===== src/rtl/tdc_frame_packer.sv =====
// tdc_frame_packer
//   Buffers 32-bit TDC results {calib_diff, time1} in a small synchronous FIFO
//   and serializes each word into a byte frame for the UART transmitter:
//   SYNC_BYTE, [seq], time1 MSB-first, calib_diff MSB-first, XOR checksum.
//
// Ports
//   clk, rst      clock; synchronous active-high reset
//   wr_en         word-valid level from the controller, held until writing_done
//   data_in       {calib_diff[15:0], time1[15:0]}
//   writing_done  one-cycle accept pulse, the cycle after the word is written
//   tx_data       byte to the UART, held between strobes
//   tx_new_data   one-cycle strobe, tx_data valid
//   tx_busy       UART transmitting (rises the cycle after tx_new_data)
//   fifo_count    words buffered (0 .. 2^ADDR_W)
//   fifo_full     fifo_count == 2^ADDR_W
//
// Build option
//   SEQ_BYTE_EN   when defined, an 8-bit frame sequence number follows the
//                 sync byte and is folded into the checksum (7-byte frames).

module tdc_frame_packer #(
    parameter int unsigned ADDR_W    = 4,
    parameter logic [7:0]  SYNC_BYTE = 8'hA5
) (
    input  logic              clk,
    input  logic              rst,
    input  logic              wr_en,
    input  logic [31:0]       data_in,
    output logic              writing_done,
    output logic [7:0]        tx_data,
    output logic              tx_new_data,
    input  logic              tx_busy,
    output logic [ADDR_W:0]   fifo_count,
    output logic              fifo_full
);

    localparam int unsigned     DEPTH      = 2 ** ADDR_W;
    localparam logic [ADDR_W:0] FULL_COUNT = (ADDR_W + 1)'(DEPTH);

    typedef enum logic [2:0] {
        IDLE,
        SYNC,
`ifdef SEQ_BYTE_EN
        SEQ,
`endif
        D0,
        D1,
        D2,
        D3,
        CSUM
    } state_t;

    logic [31:0]       mem [DEPTH];
    logic [ADDR_W-1:0] wr_ptr;
    logic [ADDR_W-1:0] rd_ptr;
    logic              accepted;
    logic              push;
    logic              pop;

    state_t            state;
    state_t            state_next;
    state_t            after;
    logic [31:0]       w;
    logic [7:0]        csum;
    logic [7:0]        tx_byte;
    logic [7:0]        tx_data_q;
    logic              strobe_q;
    logic              can_send;
    logic              fold_csum;
`ifdef SEQ_BYTE_EN
    logic [7:0]        seq;
`endif

    // ---------------- accept side ----------------
    assign fifo_full = (fifo_count == FULL_COUNT);
    // A full FIFO stalls the word: wr_en stays high and the accept fires
    // as soon as a slot frees.
    assign push = wr_en && !accepted && !fifo_full && !rst;

    always_ff @(posedge clk) begin
        if (rst) begin
            accepted     <= 1'b0;
            writing_done <= 1'b0;
        end else begin
            writing_done <= push;
            if (!wr_en)
                accepted <= 1'b0;
            else if (push)
                accepted <= 1'b1;
        end
    end

    always_ff @(posedge clk) begin
        if (rst) begin
            wr_ptr     <= '0;
            rd_ptr     <= '0;
            fifo_count <= '0;
        end else begin
            if (push)
                wr_ptr <= wr_ptr + 1'b1;
            if (pop)
                rd_ptr <= rd_ptr + 1'b1;
            case ({push, pop})
                2'b10:   fifo_count <= fifo_count + 1'b1;
                2'b01:   fifo_count <= fifo_count - 1'b1;
                default: ;
            endcase
        end
    end

    always_ff @(posedge clk) begin
        if (push)
            mem[wr_ptr] <= data_in;
    end

    // ---------------- serializer ----------------
    always_ff @(posedge clk) begin
        if (rst)
            state <= IDLE;
        else
            state <= state_next;
    end

    // The strobe is decoded combinationally from the current state so the
    // sync byte leaves two cycles after accept. strobe_q masks the cycle
    // before the UART's busy flag has had a chance to rise.
    always_comb begin
        state_next  = state;
        after       = IDLE;
        tx_byte     = '0;
        fold_csum   = 1'b0;
        pop         = 1'b0;
        tx_new_data = 1'b0;
        can_send    = !tx_busy && !strobe_q && !rst;
        case (state)
            IDLE: begin
                if (fifo_count != '0) begin
                    pop        = 1'b1;
                    state_next = SYNC;
                end
            end
            SYNC: begin
                tx_byte = SYNC_BYTE;
`ifdef SEQ_BYTE_EN
                after   = SEQ;
`else
                after   = D0;
`endif
            end
`ifdef SEQ_BYTE_EN
            SEQ: begin
                tx_byte   = seq;
                fold_csum = 1'b1;
                after     = D0;
            end
`endif
            D0: begin
                tx_byte   = w[15:8];
                fold_csum = 1'b1;
                after     = D1;
            end
            D1: begin
                tx_byte   = w[7:0];
                fold_csum = 1'b1;
                after     = D2;
            end
            D2: begin
                tx_byte   = w[31:24];
                fold_csum = 1'b1;
                after     = D3;
            end
            D3: begin
                tx_byte   = w[23:16];
                fold_csum = 1'b1;
                after     = CSUM;
            end
            CSUM: begin
                tx_byte = csum;
                after   = IDLE;
            end
            default: state_next = IDLE;
        endcase
        if (state != IDLE && can_send) begin
            tx_new_data = 1'b1;
            state_next  = after;
        end
    end

    assign tx_data = tx_new_data ? tx_byte : tx_data_q;

    always_ff @(posedge clk) begin
        if (rst) begin
            w         <= '0;
            csum      <= '0;
            tx_data_q <= '0;
            strobe_q  <= 1'b0;
`ifdef SEQ_BYTE_EN
            seq       <= '0;
`endif
        end else begin
            strobe_q <= tx_new_data;
            if (pop) begin
                w    <= mem[rd_ptr];
                csum <= '0;
            end
            if (tx_new_data) begin
                tx_data_q <= tx_byte;
                if (fold_csum)
                    csum <= csum ^ tx_byte;
            end
`ifdef SEQ_BYTE_EN
            if (tx_new_data && state == CSUM)
                seq <= seq + 1'b1;
`endif
        end
    end

endmodule


===== config.mk =====
export PLATFORM = sky130hd
export DESIGN_NAME = tdc_frame_packer
export DESIGN_NICKNAME = d
export VERILOG_FILES = /design/src/rtl/tdc_frame_packer.sv
export SDC_FILE = /design/constraint.sdc
export NUM_CORES = 1
export LEC_CHECK = 0
export ABC_AREA = 0
export BUFFER_PORTS_ARGS = -buffer_cell sky130_fd_sc_hd__buf_2
export CAP_MARGIN = 0
export CORE_MARGIN = 4
export CORE_UTILIZATION = 40
export CTS_CLUSTER_DIAMETER = 200
export DETAILED_ROUTE_END_ITERATION = 12
export PLACE_DENSITY_LB_ADDON = 0.05
export RECOVER_POWER = 100
export SYNTH_ARGS = -nofsm -noshare
export SYNTH_HDL_FRONTEND = slang
export SYNTH_SLANG_ARGS = --single-unit

===== constraint.sdc =====
create_clock -name clk -period 10.5 [get_ports clk]
set_input_delay 1.05 -clock clk [delete_from_list [all_inputs] [get_ports clk]]
set_output_delay 1.05 -clock clk [all_outputs]
set_load 0.05 [all_outputs]

# Word-level counts from Yosys, hierarchy flattened
# Memories as Yosys holds them, arrays and structs flattened. A register that Yosys moved wholly into a read port is not among the register bits.
# Cells that the tools add are included.
# word_totals
ff_bits	35
mem_bits_rw	512
in_bits	36
output_inout_bits	16
elab_cells	62
n_memories	1
# mem_list
memory	words	word_bits	rd	rd_clocked_by_memory_dff	wr	line_no	source
mem	16	32	1	1	1	53	logic [31:0] mem [DEPTH];
# classes
add_sub_neg	4
eq_ne	11
n_mux	16
bitwise	2
reduce_logical	19
# op_table
cell	n
$pmux 8 s6	1
$mux 8	4
$pmux 3 s5	1
$pmux 5 s2	1
$eq 3x3->1 const B	3
$add 4x1->4 const B	2
$xor 8x8->8	1
$eq 3x2->1 const B	2
$logic_and 1x1->1	6
$mux 1	6
$mux 3	2
$pmux 3 s2	1
$reduce_or 6->1	1
$add 5x1->5 const B	1
$eq 5x5->1 const B	1
$logic_not 1->1	5
$reduce_bool 5->1	1
$sub 5x1->5 const B	1
$reduce_or 4->1	1
$eq 3x1->1 const B	1
$logic_not 3->1	1
$ne 3x3->1 const B	1
$reduce_bool 3->1	1
$eq 2x1->1 const B	1
other kinds (6)	6

# Logic depth before layout (Yosys ltp)
# Gate-level depths: netlist (run 1).
# depth
word_depth	6
ltp_mapped	13
mapped_depth_nobuf	10

# Worst setup path before layout (run 1)
# Ideal clock, no wire load.
# synth_timing
path_type	input port to flip-flop
from	in rst
to	mem mem[0][0] (enable)
setup_ns	0.461
arrival_ns	4.334
required_time_ns	10.039
setup_slack_ns	5.705
stages	5
path_buffers	1
cell_sequence	clkbuf_1 > or3b_2 > a21oi_2 > nand2_1 > nor3_1
# synth_between
elab_chain_len	4
# synth_lines
item	line_no	source
start: declaration	26	input logic rst,
$logic_not 1->1	78	assign push = wr_en && !accepted && !fifo_full && !rst;
$logic_and 1x1->1	78	
$mux 1	112	if (push)
$mux 1 (not written as such)	113	mem[wr_ptr] <= data_in;
end: declaration	53	
# No other way between the ends.

==> results of run 1 <==
## synth_stat cells (7+ instances only)
cell type	count
ha_1	8
mux2_2	38
nand2_1	16
mux2i_1	43
nand3b_1	10
dfxtp_1	67
clkbuf_1	31
xor2_1	7
o21ai_0	7
mux4_2	128
buf_2	19
edfxtp_1	512
inv_1	15
nor2_1	69
a21oi_1	16
a221o_1	32
buf_1	9
buf_6	8
nor2b_1	10
## worst paths after layout
kind                                start      end  slack (ns)  cells past startpoint
worst max-delay path            rd_ptr[0]    w[21]        3.96                      5
worst min-delay path              csum[1]  csum[1]        0.46                      1
worst max register to register  rd_ptr[0]    w[21]        3.96                      5
worst min register to register    csum[1]  csum[1]        0.46                      1
## critical path: cells and delay by family (launching register included)
family,cells,cell delay [ns]
muxes,2,0.90
buffers and inverters,2,3.67
DFF,1,1.47
AOI/OAI and AO/OA,1,0.30
## kinds of logic after synthesis
family / Yosys count
buf+inv: 83
mux: 209
simple gates: 144
flops: 579
compound gates: 96
xor+xnor: 11
fa+ha+maj: 8
## cell type report
type	instances	area, µm²
tap	748	936
multi-input combinational	468	5490
inverter	15	56.3
sequential	579	16700
clock buffer	95	1830
clock inverter	24	198
timing repair buffer	82	348
fill	4764	29800
antenna	1	2.50
## power by group through the flow
stage,Combinational [mW],Clock [mW],Sequential [mW]
global route,1.18,2.32,2.75
floorplan,0.829,0,2.71
finish,1.08,2.16,2.74
detailed placement,1.10,0,2.79
global placement,1.09,0,2.79
CTS,1.10,2.22,2.74
## state kept, by name, indices dropped and copies added, names as in the netlist
signal	count
strobe_q	1
csum	8
mem	512
state	3
rd_ptr	4
accepted	1
w	32
tx_data_q	8
writing_done	1
wr_ptr	4
fifo_count	5
## routing by layer
layer / routed length [µm] / up-vias / part of all wire
li1: - / 4801 / -
met1: 25600 / 5846 / 0.47
met2: 25300 / 225 / 0.47
met3: 2350 / 64 / 0.043
met4: 994 / 2 / 0.018
met5: 8 / - / 0.00015
## metrics by stage
step                power (mW)  setup WS (ns)
floorplan                 3.54           5.71
global placement          3.88           6.09
detailed placement        3.88           6.00
CTS                       6.05           5.99
global route              6.25           3.01
finish                    5.97           3.96
==> results by group, run 1 <==
Floorplanning
  – Die X: 245 µm
  – Core Region: 0.0554 mm²
  – I/O pins: 52
  – Die boundary height: 245 µm
  – Die outline area: 0.0603 mm²
  – Num rows: 86
  – Starting Density: 0.407

Routing
  – Routed vias/inst: 5.44
  – Vias post-DR: 10900
  – Post-route ant nets: 0
  – DRC Markers: 0
  – WL/cell: 26.9 µm
  – Iteration-0 DRC Markers: 841
  – Final WL: 54.2 mm
  – TritonRoute pass-1 iters: 4

Setup path
  – Crit Path Category: flop to flop
  – CP max FO: 42
  – Critical-path cell list: clkbuf_1 > buf_4 > mux4_2 > mux2_2 > a221o_1
  – Slowest cell on crit path: clkbuf_1
  – CP max stage delay: 2.67 ns
  – Worst Path Required: 10.96 ns
  – Worst Setup Start Kind: flop
  – Arrival time at the worst endpoint: 7.00 ns
  – CP Capture Type: flop

Layout
  – Commonest non-fill, non-tap cell in the layout: edfxtp_1
  – Final core occ: 0.462
  – Post-Layout Inst Area: 0.0256 mm²
  – Non-Filler Instances: 2012
  – Share of cells above drive strength 1: 0.226
  – Nets: 1256
  – Commonest non-fill, non-tap cells in the layout: edfxtp_1 (512), mux4_2 (128), clkbuf_1 (93), clkbuf_16 (67), dfxtp_1 (65)
  – Area Overhead vs Synth: 13.4%

Clock network
  – H-tree depth: 3
  – Clock slew at reported path FFs: 0.06 ns
  – Worst skew pair latency: 0.59 ns
  – Total CTS buffers: 66
  – Setup Fix Bufs, Post-CTS: 0
  – CTS Buffer Depth: 3
  – CTS root buffer: clkbuf_16
  – CTS tree: yes
  – Clock sink count: 579
  – CTS Hold Bufs: 0
  – Resized cells post-CTS: 0

Synth
  – Combinational family with the most area after synthesis: multiplexers
  – Async SR Flop Fraction: 0
  – Syn Nets: 1174
  – Syn avg cell area: 20.0 µm²
  – Count of mapped cells out of synthesis: 1130
  – Cell accounting for the most synthesized area: edfxtp_1
  – Synth top area cells: edfxtp_1 (68%), mux4_2 (13%), dfxtp_1 (5.9%)
  – Synth top area share: 0.682
  – Synthesized area: 0.0226 mm²
  – Cell variety after synth: 54
  – Post-synthesis adder-cell area fraction: 0.00444
  – XOR/XNOR share of the synthesized area: 0.00427
  – EDFF count, synth: 512
  – Area share of and/or/nand/nor cells after synthesis: 0.0319
  – Mux share of post-synthesis cell area: 0.166
  – Synth warnings: 0
  – Primary FF master, synth: edfxtp_1
  – Flops & latches, synth: 579
  – Sequential fraction of the synthesis area: 0.741
  – Synth Area in Compound Gates: 0.0348

STA
  – Worst-Margin Slew: 3.68 ns
  – Pins Over Slew Limit: 561
  – Clk_skew: 0.0161 ns
  – Worst hold slack: 0.463 ns
  – Fin crit share: 0.623
  – Setup violators final: 0
  – Fmax: 153 MHz
  – Crit path time final: 6.54 ns
  – Slew Limit Headroom: -1.45
  – TNS Setup: 0 ns
  – RSZ-0062 raised after global routing: no
  – Final hold violations: 0

Pwr
  – Switching share of power: 0.269
  – Sequential power share: 0.458
  – P per Cell Area: 233 mW/mm²
  – Internal power: 4.36 mW
  – P_sw: 1.61 mW
  – Clk pwr share: 0.362
  – Leakage: 7.85 nW
  – Comb power frac: 0.180
  – Worst IR drop on VDD: 0.140 mV

Global routing
  – Total gr overflow: 0
  – Vias in the first global route: 11400
  – GRT Total Usage: 0.184
  – Met1 Track Usage GR: 0.272
  – GR Util met2: 0.284
  – Met3 global-route usage: 0.0303
  – Grt peak-use layer: met2
  – First-pass GRT wire length: 80.0 mm
  – Initial antenna violation count: 2
  – Largest net degree at the start of global routing: 65

Outcome
  – Failing checks: max-capacitance violations, max-slew violations
  – Outcome: complete, but fails checks

Placement
  – Port Buffers: 51
  – Final GP Congestion: 0.734
  – Placed cell count: 1892
  – Cell Area, Placed: 0.0238 mm²
  – DP HPWL: 28.3 mm

Hold path
  – HP Class: flop to flop

Run
  – Number of max-cap violations: 20
Power figures use the tool's default switching activity.
==> run 2, diff against run 1 <==
==> constraint.sdc (replaced) <==
create_clock -name clk -period 5.4 [get_ports clk]
set_input_delay 0.54 -clock clk [delete_from_list [all_inputs] [get_ports clk]]
set_output_delay 0.54 -clock clk [all_outputs]
set_load 0.05 [all_outputs]
==> run 2 against run 1 <==
Against the previous run:
- the flow still finishes with violations (max-capacitance violations, max-slew violations)
- via count is 0.56% lower
- maximum frequency grew 50%
- worst setup slack got worse by 2.9 ns
- routed wire length is 0.68% higher
- clock-buffer cell count decreased by 4
- critical endpoint is now w[27]
==> results by group, run 2 (same netlist as run 1, synthesis figures left out) <==
Pwr
  – P per Cell Area: 448 mW/mm² (+92%)
  – Sequential power share: 0.468 (+0.010)
  – Leakage: 7.82 nW (-0.39%)
  – Clk pwr share: 0.349 (-0.013)
  – Comb power frac: 0.183 (+0.003)
  – Switching share of power: 0.273 (+0.00368)
  – P_sw: 3.12 mW (+94%)
  – Worst IR drop on VDD: 0.308 mV (+120%)
  – Internal power: 8.31 mW (+90%)

Floorplanning
  – Die boundary height: 245 µm (unchanged)
  – Num rows: 86 (unchanged)
  – I/O pins: 52 (unchanged)
  – Starting Density: 0.407 (unchanged)
  – Die X: 245 µm (unchanged)
  – Die outline area: 0.0603 mm² (unchanged)
  – Core Region: 0.0554 mm² (unchanged)

Placement
  – Cell Area, Placed: 0.0238 mm² (+0.14%)
  – Final GP Congestion: 0.776 (+5.6%)
  – Port Buffers: 51 (unchanged)
  – DP HPWL: 32.2 mm (+14%)
  – Placed cell count: 1893 (+0.053%)

Layout
  – Nets: 1251 (-0.40%)
  – Max FFs per register: 512 (unchanged)
  – Largest Register: mem
  – Post-Layout Inst Area: 0.0255 mm² (-0.41%)
  – Area Overhead vs Synth: 13.0%
  – Final core occ: 0.460 (-0.00187)
  – Non-Filler Instances: 2007 (-0.25%)
  – Largest registers: mem: 512 flops, w: 32 flops
  – # diodes: 0 (-1)
  – Commonest non-fill, non-tap cells in the layout: edfxtp_1 (512), mux4_2 (128), clkbuf_1 (87), dfxtp_1 (65), nor2_1 (64)
  – Share of cells above drive strength 1: 0.226 (+0.000717)
  – Commonest non-fill, non-tap cell in the layout: edfxtp_1

Setup path
  – Worst Path Required: 5.95 ns (-5.01 ns)
  – Slowest cell on crit path: and2_1
  – CP max stage delay: 1.59 ns (-1.08 ns)
  – Worst Setup Start Kind: flop
  – Arrival time at the worst endpoint: 4.92 ns (-2.08 ns)
  – CP Capture Type: flop
  – Crit Path Category: flop to flop
  – Critical-path cell list: or4_1 > o21ai_0 > and2_1 > a221o_1
  – CP max FO: 32 (-24%)
  – Largest delay share family, worst path: simple AND/OR/NAND/NOR gates
  – Critical path buffer and inverter count: 0 (-2)

Routing
  – DRC Markers: 0 (unchanged)
  – Iteration-0 DRC Markers: 932 (+11%)
  – Vias post-DR: 10900 (-0.56%)
  – Routed vias/inst: 5.42 (-0.31%)
  – Post-route ant nets: 0 (unchanged)
  – TritonRoute pass-1 iters: 5 (+1)
  – Final WL: 54.6 mm (+0.68%)
  – WL/cell: 27.2 µm (+0.93%)

Clock network
  – CTS Hold Bufs: 0 (unchanged)
  – Resized cells post-CTS: 0 (unchanged)
  – H-tree depth: 2 (-1)
  – CTS Buffer Depth: 3 (unchanged)
  – Total CTS buffers: 60 (-9.1%)
  – CTS root buffer: clkbuf_16
  – Setup Fix Bufs, Post-CTS: 0 (unchanged)
  – Worst skew pair latency: 0.62 ns (+0.03 ns)
  – Clock slew at reported path FFs: 0.06 ns (about the same)
  – Clock sink count: 579 (unchanged)
  – CTS tree: yes

STA
  – Slew Limit Headroom: -0.784 (+0.668)
  – RSZ-0062 raised after global routing: no
  – Crit path time final: 4.37 ns (-2.17 ns)
  – Fmax: 229 MHz (+50%)
  – Fin crit share: 0.809 (+0.186)
  – Setup violators final: 0 (unchanged)
  – Final hold violations: 0 (unchanged)
  – Clk_skew: 0.0161 ns (+0.0000562 ns)
  – Worst hold slack: 0.198 ns (-0.265 ns)
  – Pins Over Slew Limit: 413 (-26%)
  – TNS Setup: 0 ns (unchanged)
  – Worst-Margin Slew: 2.68 ns (-1.00 ns)

Outcome
  – Failing checks: max-capacitance violations, max-slew violations
  – Outcome: complete, but fails checks

Global routing
  – First-pass GRT wire length: 80.4 mm (+0.50%)
  – Vias in the first global route: 11400 (+0.52%)
  – Largest net degree at the start of global routing: 58 (-11%)
  – GRT Total Usage: 0.183 (-0.000849)
  – Initial antenna violation count: 3 (+1)
  – Total gr overflow: 0 (unchanged)

Hold path
  – HP Class: primary input to flop

Run
  – Number of max-cap violations: 18 (-10%)
run 2: changes by cell type in the layout (fill, tap and decap cells not counted), moves of 2 or more:
cell,previous run,this run
nor2_4,5,2
inv_6,5,1
clkbuf_16,67,60
buf_4,10,13
clkbuf_1,93,87
nor2_2,0,3
buf_12,0,2
clkbuf_8,5,7
run 2: worst register-to-register path, delay by kind of cell (launching register included):
| family | cells | cell delay (ns) |
|---|---|---|
| AND/OR/NAND/NOR | 2 | 2.24 |
| AO/OA/AOI/OAI | 2 | 1.65 |
| flip-flops | 1 | 0.42 |
run 2: per-layer routing:
metal  up-vias  global-route usage  part of all wire
met5         -                   0           0.00020
met4         2              0.0474             0.019
met3        58              0.0258             0.042
met2       246               0.289              0.47
met1      5760               0.269              0.47
li1       4811                   -                 -
run 2: final cells by class:
class | count | area, µm²
Fill cell | 4754 | 29900
Sequential cell | 579 | 16700
Tap cell | 748 | 936
Timing Repair Buffer | 83 | 402
Clock inverter | 23 | 216
Multi-Input combinational cell | 468 | 5460
Clock buffer | 91 | 1690
Inverter | 15 | 56.3
run 2: stage by stage:
| step | total power, mW | setup slack [ns] |
|---|---|---|
| CTS | 11.6 | 1.47 |
| detailed placement | 7.61 | 1.61 |
| floorplan | 6.89 | 1.12 |
| global route | 12.0 | 0.662 |
| global placement | 7.61 | 1.67 |
| finish | 11.4 | 1.03 |
run 2: power by group through the flow:
stage	Combinational, mW	Clock, mW	Sequential (mW)
final	2.09	3.99	5.34
after CTS	2.17	4.11	5.35
after global placement	2.16	0	5.44
after global routing	2.28	4.31	5.36
after detailed placement	2.17	0	5.44
after floorplan	1.61	0	5.28
run 2: worst paths after layout:
path              cells past startpoint  slack [ns]            to           from
setup / recovery                      4        1.03         w[27]  fifo_count[2]
hold reg to reg                       2        0.46  tx_data_q[2]   tx_data_q[2]
setup reg to reg                      4        1.03         w[27]  fifo_count[2]
hold / removal                        2        0.20      accepted          wr_en
==> run 3, diff against run 2 <==
--- a/config.mk
+++ b/config.mk
@@ -5,7 +5,7 @@
 export SDC_FILE = /design/constraint.sdc
 export NUM_CORES = 1
 export LEC_CHECK = 0
-export ABC_AREA = 0
+export ABC_AREA = 1
 export BUFFER_PORTS_ARGS = -buffer_cell sky130_fd_sc_hd__buf_2
 export CAP_MARGIN = 0
 export CORE_MARGIN = 4
==> constraint.sdc (replaced) <==
create_clock -name clk -period 4.5 [get_ports clk]
set_input_delay 0.45 -clock clk [delete_from_list [all_inputs] [get_ports clk]]
set_output_delay 0.45 -clock clk [all_outputs]
set_load 0.05 [all_outputs]
==> run 3 against run 2 <==
Against the previous run:
- the run still ends with max-capacitance violations, max-slew violations left
- synthesized cell count grew 120%
- worst setup slack got worse by 0.19 ns
- clock-buffer cell count up 3
- clock skew is 0.0073 ns higher
- combinational power grew 77%
- first-iteration DRC count up 54%
- utilization down 0.80 points
- hold slack worse by 0.059 ns
- global-route usage is 2.6 points higher
- power rose by 33%
- sequential share of layout area is 5.5 points lower
==> results by group, run 3 <==
Routing
  – Routed vias/inst: 4.92 (-9.3%)
  – Iteration-0 DRC Markers: 1435 (+54%)
  – TritonRoute pass-1 iters: 5 (unchanged)
  – Final WL: 69.6 mm (+28%)
  – DRC Markers: 0 (unchanged)
  – Post-route ant nets: 0 (unchanged)
  – WL/cell: 20.5 µm (-24%)
  – Vias post-DR: 16700 (+53%)

Layout
  – Share of cells above drive strength 1: 0.0556 (-0.171)
  – Largest Register: mem
  – Fill count: 5853 (+23%)
  – # diodes: 0 (unchanged)
  – Max FFs per register: 512 (unchanged)
  – Area Overhead vs Synth: 12.2%
  – Commonest non-fill, non-tap cells in the layout: nand2_1 (796), edfxtp_1 (512), nand3_1 (389), inv_1 (331), nor2_1 (132)
  – Register area: 0.0167 mm² (about the same)
  – Nets: 2548 (+100%)
  – Largest registers: mem: 512 flops, w: 32 flops
  – Commonest non-fill, non-tap cell in the layout: nand2_1
  – Multi-input logic area: 0.00619 mm² (+13%)
  – Post-Layout Inst Area: 0.0278 mm² (+9.2%)

Setup path
  – Reg2reg path depth: 7 (+3)
  – Crit Path Category: flop to output pin
  – Slowest cell on crit path: dfxtp_1
  – CP Capture Point: tx_data[6]
  – Critical Path Start: state[2]
  – Critical-path cell list: inv_1 > nand2_1 > nand2_1 > inv_1 > or2_2 > nand2_1 > inv_1 > clkbuf_1
  – Arrival time at the worst endpoint: 3.21 ns (-1.71 ns)
  – Reg2Reg Launch Point: fifo_count[2]
  – Register-to-register setup slack: 0.87 ns (-0.16 ns)
  – Crit Reg-Reg Endpoint: mem[10][11]
  – CP max stage delay: 0.78 ns (-0.81 ns)
  – CP Capture Type: output pin
  – Worst Setup Start Kind: flop
  – Worst Path Required: 4.05 ns (-1.90 ns)
  – CP max FO: 21 (-34%)

Clock network
  – Worst skew pair latency: 0.60 ns (-0.02 ns)
  – CTS Hold Bufs: 0 (unchanged)
  – H-tree depth: 3 (+1)
  – CTS root buffer: clkbuf_16
  – Setup Fix Bufs, Post-CTS: 0 (unchanged)
  – Clock slew at reported path FFs: 0.06 ns (about the same)
  – Resized cells post-CTS: 0 (unchanged)
  – CTS tree: yes
  – CTS Buffer Depth: 3 (unchanged)
  – Total CTS buffers: 68 (+13%)
  – Clock sink count: 579 (unchanged)

Hold path
  – HP Class: primary input to flop

Synth
  – Primary FF master, synth: edfxtp_1
  – Mux share of post-synthesis cell area: 0 (-0.166)
  – Flops & latches, synth: 579 (unchanged)
  – Count of mapped cells out of synthesis: 2475 (+120%)
  – Async SR Flop Fraction: 0 (unchanged)
  – Synth Area in Compound Gates: 0.0179 (-0.0170)
  – Sequential fraction of the synthesis area: 0.674 (-0.0670)
  – Area share of and/or/nand/nor cells after synthesis: 0.225 (+0.193)
  – Synthesized area: 0.0248 mm² (+9.9%)
  – Synth top area cells: edfxtp_1 (62%), nand2_1 (12%), nand3_1 (7.9%)
  – Count leader, synth: nand2_1
  – Synth top area share: 0.620 (-0.0616)
  – Cell variety after synth: 28 (-48%)
  – Syn Nets: 2519 (+110%)
  – XOR/XNOR share of the synthesized area: 0.00212 (-0.00215)
  – Combinational family with the most area after synthesis: simple AND/OR/NAND/NOR gates
  – Syn avg cell area: 10.0 µm² (-50%)
  – Synth warnings: 0 (unchanged)
  – Top post-synthesis cells by count: nand2_1 (793), edfxtp_1 (512), nand3_1 (389), inv_1 (330), nor2_1 (137)
  – Cell accounting for the most synthesized area: edfxtp_1
  – EDFF count, synth: 512 (unchanged)
  – Post-synthesis adder-cell area fraction: 0.00404 (-0.000401)

Pwr
  – Worst IR drop on VDD: 0.343 mV (+11%)
  – Leakage: 11.5 nW (+46%)
  – P per Cell Area: 547 mW/mm² (+22%)

STA
  – TNS Setup: 0 ns (unchanged)
  – Final hold violations: 0 (unchanged)
  – Setup violators final: 0 (unchanged)
  – Pins Over Slew Limit: 83 (-80%)
  – RSZ-0062 raised after global routing: no
  – Crit path time final: 3.66 ns
  – Final worst slack: 0.836 ns (-0.194 ns)
  – Worst-Margin Slew: 1.91 ns (-0.761 ns)
  – Fin crit share: 0.814
  – Fmax: 273 MHz
  – Clk_skew: 0.0234 ns (+0.00730 ns)
  – Slew Limit Headroom: -0.281 (+0.503)

Floorplanning
  – Starting Density: 0.403 (-0.00445)
  – Die X: 257 µm (+4.7%)
  – I/O pins: 52 (unchanged)
  – Die boundary height: 257 µm (+4.7%)
  – Die outline area: 0.0660 mm² (+9.6%)
  – Num rows: 91 (+5.8%)
  – Core Region: 0.0616 mm² (+11%)

Global routing
  – Vias in the first global route: 16200 (+41%)
  – Initial antenna violation count: 1 (-2)
  – Largest net degree at the start of global routing: 155 (+170%)
  – GRT Total Usage: 0.209 (+0.0264)
  – First-pass GRT wire length: 104 mm (+30%)
  – Total gr overflow: 0 (unchanged)

Placement
  – Port Buffers: 51 (unchanged)
  – DP HPWL: 39.8 mm (+24%)
  – Final GP Congestion: 0.805 (+3.8%)
  – Post-place setup slack: 1.30 ns (-0.314 ns)
  – Cell Area, Placed: 0.0259 mm² (+8.9%)

Outcome
  – Failing checks: max-capacitance violations, max-slew violations
  – Outcome: complete, but fails checks

Run
  – Number of max-cap violations: 5 (-13)
==> run 3: power by group <==
group          switching [mW]  internal (mW)
clock network            2.15           3.12
logic                    2.69           1.00
registers               0.232           6.04
==> run 3: per-stage QoR <==
stage / instances / util / hold WS, ns / power, mW
floorplan: 2475 / - / 0.441 / 8.96
CTS: 3391 / 0.455 / 0.105 / 15.4
global placement: 3271 / 0.421 / 0.461 / 10.1
finish: 3391 / 0.452 / 0.140 / 15.2
detailed placement: 3271 / 0.421 / 0.466 / 10.2
global route: 3391 / 0.452 / 0.134 / 16.1
==> run 3: cells by family (layout without fill, tap and decap cells) <==
| group | after synthesis | count (layout) |
|---|---|---|
| flip-flops | 579 | 579 |
| AO/OA/AOI/OAI | 82 | 82 |
| XOR/XNOR | 6 | 6 |
| buffers and inverters | 463 | 542 |
| adder cells (fa/ha/maj) | 8 | 8 |
| AND/OR/NAND/NOR | 1337 | 1337 |
==> run 3: layout make-up <==
class / instances / share of cell area
multi-input cells: 1433 / 0.222
clock inverters: 26 / 0.00728
flip-flops and latches: 579 / 0.601
clock buffers: 94 / 0.0684
repair buffers: 85 / 0.0174
inverters: 337 / 0.0457
well taps: 837 / 0.0376
==> run 3: per-layer routing <==
layer  vias up  global-route usage  share of wire
met2       360               0.339           0.47
met3       105              0.0355          0.042
met4         0              0.0609          0.029
met1      8072               0.292           0.46
li1       8137                   -              -
met5         -                   0              0
==> run 3: critical path: cells and delay by family, from the launching register on <==
family,cells,cell delay [ns]
buf+inv,4,1.14
simple gates,4,0.69
flops,1,0.78
==> run 3: worst min path at each step <==
stage / from / end / slack (ns) / cells past startpoint
global placement: tx_data_q[1] / tx_data_q[1] / 0.46 / 2
CTS: wr_en / accepted / 0.10 / 3
global route: wr_en / accepted / 0.13 / 3
finish: wr_en / accepted / 0.14 / 3
floorplan: accepted / accepted / 0.44 / 2
detailed placement: tx_data_q[4] / tx_data_q[4] / 0.47 / 2
